## src/rtl/pipe_stall_ctrl.sv

```systemverilog
// pipe_stall_ctrl: load-use, mul/div, memory-wait and branch stall/flush scheduler for ID
module pipe_stall_ctrl #(
  parameter int MD_LAT = 32,
  parameter int CNT_W  = 32
) (
  input  logic             clock_i,
  input  logic             reset_i,
  input  logic [4:0]       rs_i,
  input  logic [4:0]       rt_i,
  input  logic             use_rs_i,
  input  logic             use_rt_i,
  input  logic [4:0]       ern_i,
  input  logic             ewreg_i,
  input  logic             em2reg_i,
  input  logic             md_req_i,
  input  logic             branch_i,
  input  logic             mem_wait_i,
  output logic             wpcir_o,
  output logic             id_bubble_o,
  output logic             if_flush_o,
  output logic             pipe_freeze_o,
  output logic             md_start_o,
  output logic             md_busy_o,
  output logic [CNT_W-1:0] stall_cnt_o,
  output logic [CNT_W-1:0] flush_cnt_o
);
  localparam int CW = (MD_LAT > 1) ? $clog2(MD_LAT) : 1;
  typedef enum logic {RUN, MD_WAIT} state_e;
  state_e           state_q, state_d;
  logic [CW-1:0]    cnt_q, cnt_d;
  logic             md_ack_q, md_ack_d;
  logic [CNT_W-1:0] stall_cnt_q, stall_cnt_d, flush_cnt_q, flush_cnt_d;
  logic             load_use, run, launch;
  assign load_use = ewreg_i & em2reg_i & (ern_i != 5'd0) &
                    ((use_rs_i & (ern_i == rs_i)) | (use_rt_i & (ern_i == rt_i)));
  assign run      = state_q == RUN;
  assign launch   = run & ~mem_wait_i & ~load_use & md_req_i & ~md_ack_q;
  assign md_busy_o   = state_q == MD_WAIT;
  assign stall_cnt_o = stall_cnt_q;
  assign flush_cnt_o = flush_cnt_q;
  // state, latency counter and release flag; reset aborts any mul/div sequence
  always_ff @(posedge clock_i) begin
    if (reset_i) begin
      state_q  <= RUN;
      cnt_q    <= '0;
      md_ack_q <= 1'b0;
    end else begin
      state_q  <= state_d;
      cnt_q    <= cnt_d;
      md_ack_q <= md_ack_d;
    end
  end
  // next state: launch from RUN, count down in MD_WAIT (paused by mem_wait), release with ack
  always_comb begin
    state_d  = state_q;
    cnt_d    = cnt_q;
    md_ack_d = md_ack_q;
    if (run) begin
      if (launch) begin
        state_d = MD_WAIT;
        cnt_d   = CW'(MD_LAT - 1);
      end else if (~mem_wait_i & ~load_use) begin
        md_ack_d = 1'b0;
      end
    end else if (~mem_wait_i) begin
      state_d  = (cnt_q == '0) ? RUN : MD_WAIT;
      md_ack_d = (cnt_q == '0) ? 1'b1 : md_ack_q;
      cnt_d    = (cnt_q == '0) ? cnt_q : cnt_q - CW'(1);
    end
  end
  // same-cycle pipeline controls; reset forces a free-running, flush-free pipeline
  always_comb begin
    wpcir_o       = reset_i | (run & ~mem_wait_i & ~load_use & ~launch);
    pipe_freeze_o = ~reset_i & mem_wait_i;
    md_start_o    = ~reset_i & launch;
    id_bubble_o   = ~reset_i & ~mem_wait_i & ~wpcir_o;
    if_flush_o    = ~reset_i & wpcir_o & branch_i;
  end
  // saturating statistics counters
  always_comb begin
    stall_cnt_d = (~wpcir_o & ~&stall_cnt_q) ? stall_cnt_q + CNT_W'(1) : stall_cnt_q;
    flush_cnt_d = (if_flush_o & ~&flush_cnt_q) ? flush_cnt_q + CNT_W'(1) : flush_cnt_q;
  end
  // statistics registers
  always_ff @(posedge clock_i) begin
    stall_cnt_q <= reset_i ? '0 : stall_cnt_d;
    flush_cnt_q <= reset_i ? '0 : flush_cnt_d;
  end
endmodule

```

## config.mk

```make
export PLATFORM = sky130hd
export DESIGN_NAME = pipe_stall_ctrl
export DESIGN_NICKNAME = d
export VERILOG_FILES = /design/src/rtl/pipe_stall_ctrl.sv
export SDC_FILE = /design/constraint.sdc
export NUM_CORES = 1
export LEC_CHECK = 0
export CAP_MARGIN = 20
export CORE_MARGIN = 2
export CORE_UTILIZATION = 55
export CTS_CLUSTER_DIAMETER = 40
export CTS_CLUSTER_SIZE = 30
export DETAILED_ROUTE_END_ITERATION = 8
export GPL_TIMING_DRIVEN = 0
export PLACE_DENSITY_LB_ADDON = 0.15
export SYNTH_ARGS = -nofsm -noshare
export SYNTH_HDL_FRONTEND = slang
export SYNTH_SLANG_ARGS = --single-unit
```

## constraint.sdc

```tcl
create_clock -name clock_i -period 6.95 [get_ports clock_i]
set_input_delay 1.39 -clock clock_i [delete_from_list [all_inputs] [get_ports clock_i]]
set_output_delay 1.39 -clock clock_i [all_outputs]
set_load 0.1 [all_outputs]
```

# After elaboration in Yosys (flattened, before gate mapping)
# Index checks and enable logic that the tools add are counted.
# W data, S select, Z words.
# op_classes
n_reduce_logical,10
multipliers,0
bitwise,28
n_mux,13
div_mod_pow,0
add_sub_neg,3
eq_ne,6
n_lt_le_gt_ge,0
shifts,0
# ops
cell,n
$add A32 B1 Y32 const B,2
$reduce_and A32 Y1,2
$mux W5,4
$and A1 B1 Y1,19
$eq A5 B5 Y1,2
$mux W1,9
$not A1 Y1,7
$ne A2 B2 Y1 const B,3
$logic_not A5 Y1,1
$reduce_bool A5 Y1,1
$sub A5 B1 Y5 const B,1
$reduce_and A4 Y1,1
$reduce_bool A2 Y1,2
$reduce_and A3 Y1,1
$logic_not A1 Y1,2
$ne A2 B1 Y1 const B,1
$or A1 B1 Y1,2
# totals
mem_bits_ro,0
elab_cells,65
n_memories,0
latch_bits,0
in_bits,24
ramBits,0
ff_bits,71

# Logic depth before layout (Yosys ltp)
# depth
ltp_word,14
mapped_depth,9
mapped_depth_nobuf,7

# Worst setup path before layout
# Ideal clock, no wire load.
# synth_timing
kind,input port to output port
start,input port ern_i[0]
end,output port if_flush_o
path_slack_ns,0.824
path_stages,6
arrival_time_ns,4.736
cell_sequence,or3_1 -> o311a_1 -> a21o_1 -> buf_2 -> clkbuf_1 -> nor3_1
# synth_via
elab_chain_cells,13
# synth_lines
item,line,text
start: declaration,12,"input logic [4:0] ern_i,"
$eq A5 B5 Y1,35,((use_rs_i & (ern_i == rs_i)) | (use_rt_i & (ern_i == rt_i)));
$and A1 B1 Y1,35,
$or A1 B1 Y1,35,
$and A1 B1 Y1 *,34,assign load_use = ewreg_i & em2reg_i & (ern_i != 5'd0) &
$not A1 Y1 *,"37, 73",
$and A1 B1 Y1 *,"37, 73",
$and A1 B1 Y1 (2 in a row),37,assign launch = run & ~mem_wait_i & ~load_use & md_req_i & ~md_ack_q;
$not A1 Y1,73,wpcir_o = reset_i | (run & ~mem_wait_i & ~load_use & ~launch);
$and A1 B1 Y1 *,73,
$or A1 B1 Y1 *,73,
$and A1 B1 Y1 * (2 in a row),77,if_flush_o = ~reset_i & wpcir_o & branch_i;
end: declaration,20,"output logic if_flush_o,"
# Every way passes the cells marked *; elsewhere a longest branch is shown, timed or not.

# Final worst setup path
# layout_timing
start,input port ern_i[0]
end,output port wpcir_o
# layout_via
elab_chain_cells,11
# layout_lines
item,line,text
$eq A5 B5 Y1,35,
$and A1 B1 Y1,35,
$or A1 B1 Y1,35,
$and A1 B1 Y1 *,34,
$not A1 Y1 *,"37, 73",
$and A1 B1 Y1 *,"37, 73",
$and A1 B1 Y1 (2 in a row),37,
$not A1 Y1,73,
$and A1 B1 Y1 *,73,
$or A1 B1 Y1 *,73,
end: declaration,18,"output logic wpcir_o,"
# Marks and branches as above.

==> flow_summary.ini <==
[status]
status = complete, no violations

[floorplan]
start_util_pct = 56.6
num_io_pins = 94
fp.dieH_um = 90.2
rows = 31
fp.dieW_um = 90.2
die_area_um2 = 8130
fp.coreArea_um2 = 7210

[final_layout]
stdcell_area_um2 = 5360
fin_nets = 626
diodes = 0
drive_gt1_share_pct = 9.62
area.growth.synth_to_final_pct = 31.4

[routing]
drt_iter0_drc = 371
routedWlPerCell_um = 17.7
num_vias = 4522
wl_um = 12400
antenna_left = 0
first_pass_iters = 5
via_per_inst = 6.44
drc_errors = 0

[yosys]
synth_seq_cells = 71
syn_inst = 496
synth.area.top_cells = dfxtp_1 35%, o31ai_1 7.0%, or4_1 6.8%
synth_area_per_cell_um2 = 8.23
synth_cell_type_count = 42
synth_top_cell_by_area = dfxtp_1
ys_seq_area_share_pct = 34.8
yosysMostFrequentCell = dfxtp_1
ys.flop_type = dfxtp_1
synth_edf_count = 0
ys.warnings.count = 0
synthTopCellsByCount = 71 x dfxtp_1, 52 x a21oi_1, 38 x o31ai_1
synth_nets = 524
synth_top_area_share_pct = 34.8
syn_area_um2 = 4080
async_flop_share_pct = 0

[setup_path]
worst-path-buf-inv = 3
endpoint_kind = primary output
startpoint_type = primary input
crit_path_frequent_cell = clkdlybuf4s50_1
setup.worst_path.class = primary input to primary output
cp_max_fo = 10
worstPathArrival_ns = 4.83
crit_chain = clkdlybuf4s50_1 -> or3_1 -> o311a_1 -> a21oi_1 -> clkbuf_1 -> or2_2 -> clkdlybuf4s50_1
required_ns = 5.56
critPathMaxStageDelay_ns = 1.13
slowest_stage = clkdlybuf4s50_1
path_delay_family = buffers and inverters

[min_path]
hp-class = flip-flop to flip-flop

[flow_run]
maxCapViolations = 0

[power]
pwr-share-seq_pct = 43.4
intPower_w = 0.000706
p_per_area_nw_per_um2 = 181
combinationalPowerShare_pct = 13.8
swShare_pct = 27.2
peakVddDrop_uv = 139
net-switching-power_w = 0.000264
p_clk_share_pct = 42.8
p_leak_nw = 1.71

[sta]
finalCriticalPeriod_ns = 6.22
rsz0062_at_grt = no
fin_setup_tns_ns = 0
tightestPinTransition_ns = 1.01
hold_viol_final = 0
setup_viol = 0
timing.final.crit_share_pct = 89.4
slew_viol_final = 0
slew_headroom_pct = 32.5
timing.fmax_mhz = 161
skew_ns = 0.00934

[place]
place_congestion = 0.910
port_buffers = 91
dp_hpwl_um = 8710
dpl-instance-area_um2 = 5120

[cts]
cts_buffers = 9
ctsResizeCount = 0
path_clk_slew_ns = 0.08
clk_latency_ns = 0.36
clockBufferDepth = 2
numClockSinks = 71
cts_setup_buffers = 0
holdBufCountCts = 0
cts_tree = yes
root_buffer = clkbuf_8
cts_htree_levels = 3

[grt]
grt_start_max_net_pins = 13
antenna_found_initial = 0
grt_pass1_vias = 4256
grt_overflow = 0
track_usage_pct = 29.7
grt_pass1_wl_um = 20100
## placed cells by master, fill, tap and decap left out, drive strengths merged, types with 11 or more instances in the layout
| master | instances |
|---|---|
| dfxtp | 71 |
| nand3 | 27 |
| nor2b | 19 |
| buf | 13 |
| nor2 | 35 |
| mux2 | 18 |
| clkbuf | 34 |
| nand4 | 32 |
| or4 | 37 |
| a21oi | 52 |
| nand2 | 25 |
| clkdlybuf4s50 | 91 |
| o31ai | 38 |
| xnor2 | 11 |
| nor4 | 20 |
## stage by stage
step / std cells / power (W) / worst slack (ns) / hold slack (ns) / utilization (%)
after CTS: 702 / 0.000970 / 0.736 / 0.481 / 74.3
after detailed placement: 686 / 0.000563 / 0.738 / 0.470 / 70.9
after floorplan: 496 / 0.000519 / 0.824 / 0.448 / -
final: 702 / 0.000970 / 0.734 / 0.483 / 74.3
after global placement: 686 / 0.000559 / 0.825 / 0.460 / 70.9
after global routing: 702 / 0.000997 / 0.625 / 0.520 / 74.3
## routing by layer
layer  share of wire [%]  global-route usage, %  wire (um)
met3                 7.9                   6.62        977
met4                 1.9                   8.08        242
met2                  49                   52.9       6130
met5                   0                      0          0
met1                  41                   36.1       5070
## power by group through the flow
stage	clock network (W)	registers [W]	logic (W)
floorplan	0	0.000453	0.0000664
global placement	0	0.000429	0.000129
detailed placement	0	0.000430	0.000133
CTS	0.000416	0.000421	0.000133
global route	0.000432	0.000422	0.000143
finish	0.000415	0.000421	0.000134
## cell families after synthesis
kind of cell / share of synthesized area, %
multiplexers: 4.96
adder cells (fa/ha/maj): 1.23
buffers and inverters: 4.90
AND/OR/NAND/NOR: 34.1
XOR/XNOR: 2.36
AO/OA/AOI/OAI: 17.7
flip-flops: 34.8
## sequential cells by signal, summed over array words and instances (netlist names)
signal       flops
flush_cnt_o     32
stall_cnt_o     32
cnt_q            5
md_ack_q         1
md_busy_o        1
## worst paths after layout
kind                                      from               to  slack (ns)  cells after the start
worst max-delay path                  ern_i[0]          wpcir_o        0.73                      7
worst min-delay path                  md_ack_q         md_ack_q        0.48                      2
worst max register to register  stall_cnt_o[0]  stall_cnt_o[13]        4.20                      9
worst min register to register        md_ack_q         md_ack_q        0.48                      2
## tightest hold or removal path: stages (launching register included)
cell and delay (ns):
dfxtp_1 0.31, o21ai_0 0.06, a21oi_1 0.07
## cell type report
type                    count  area (um2)
multi-input cells         380        2460
clock buffers              11         141
flip-flops and latches     71        1420
fillers                   555        1850
plain buffers              36         166
inverters                   9        33.8
well taps                  99         124
repair buffers             91         911
clock inverters             5         104
Power figures use the tool's default switching activity.
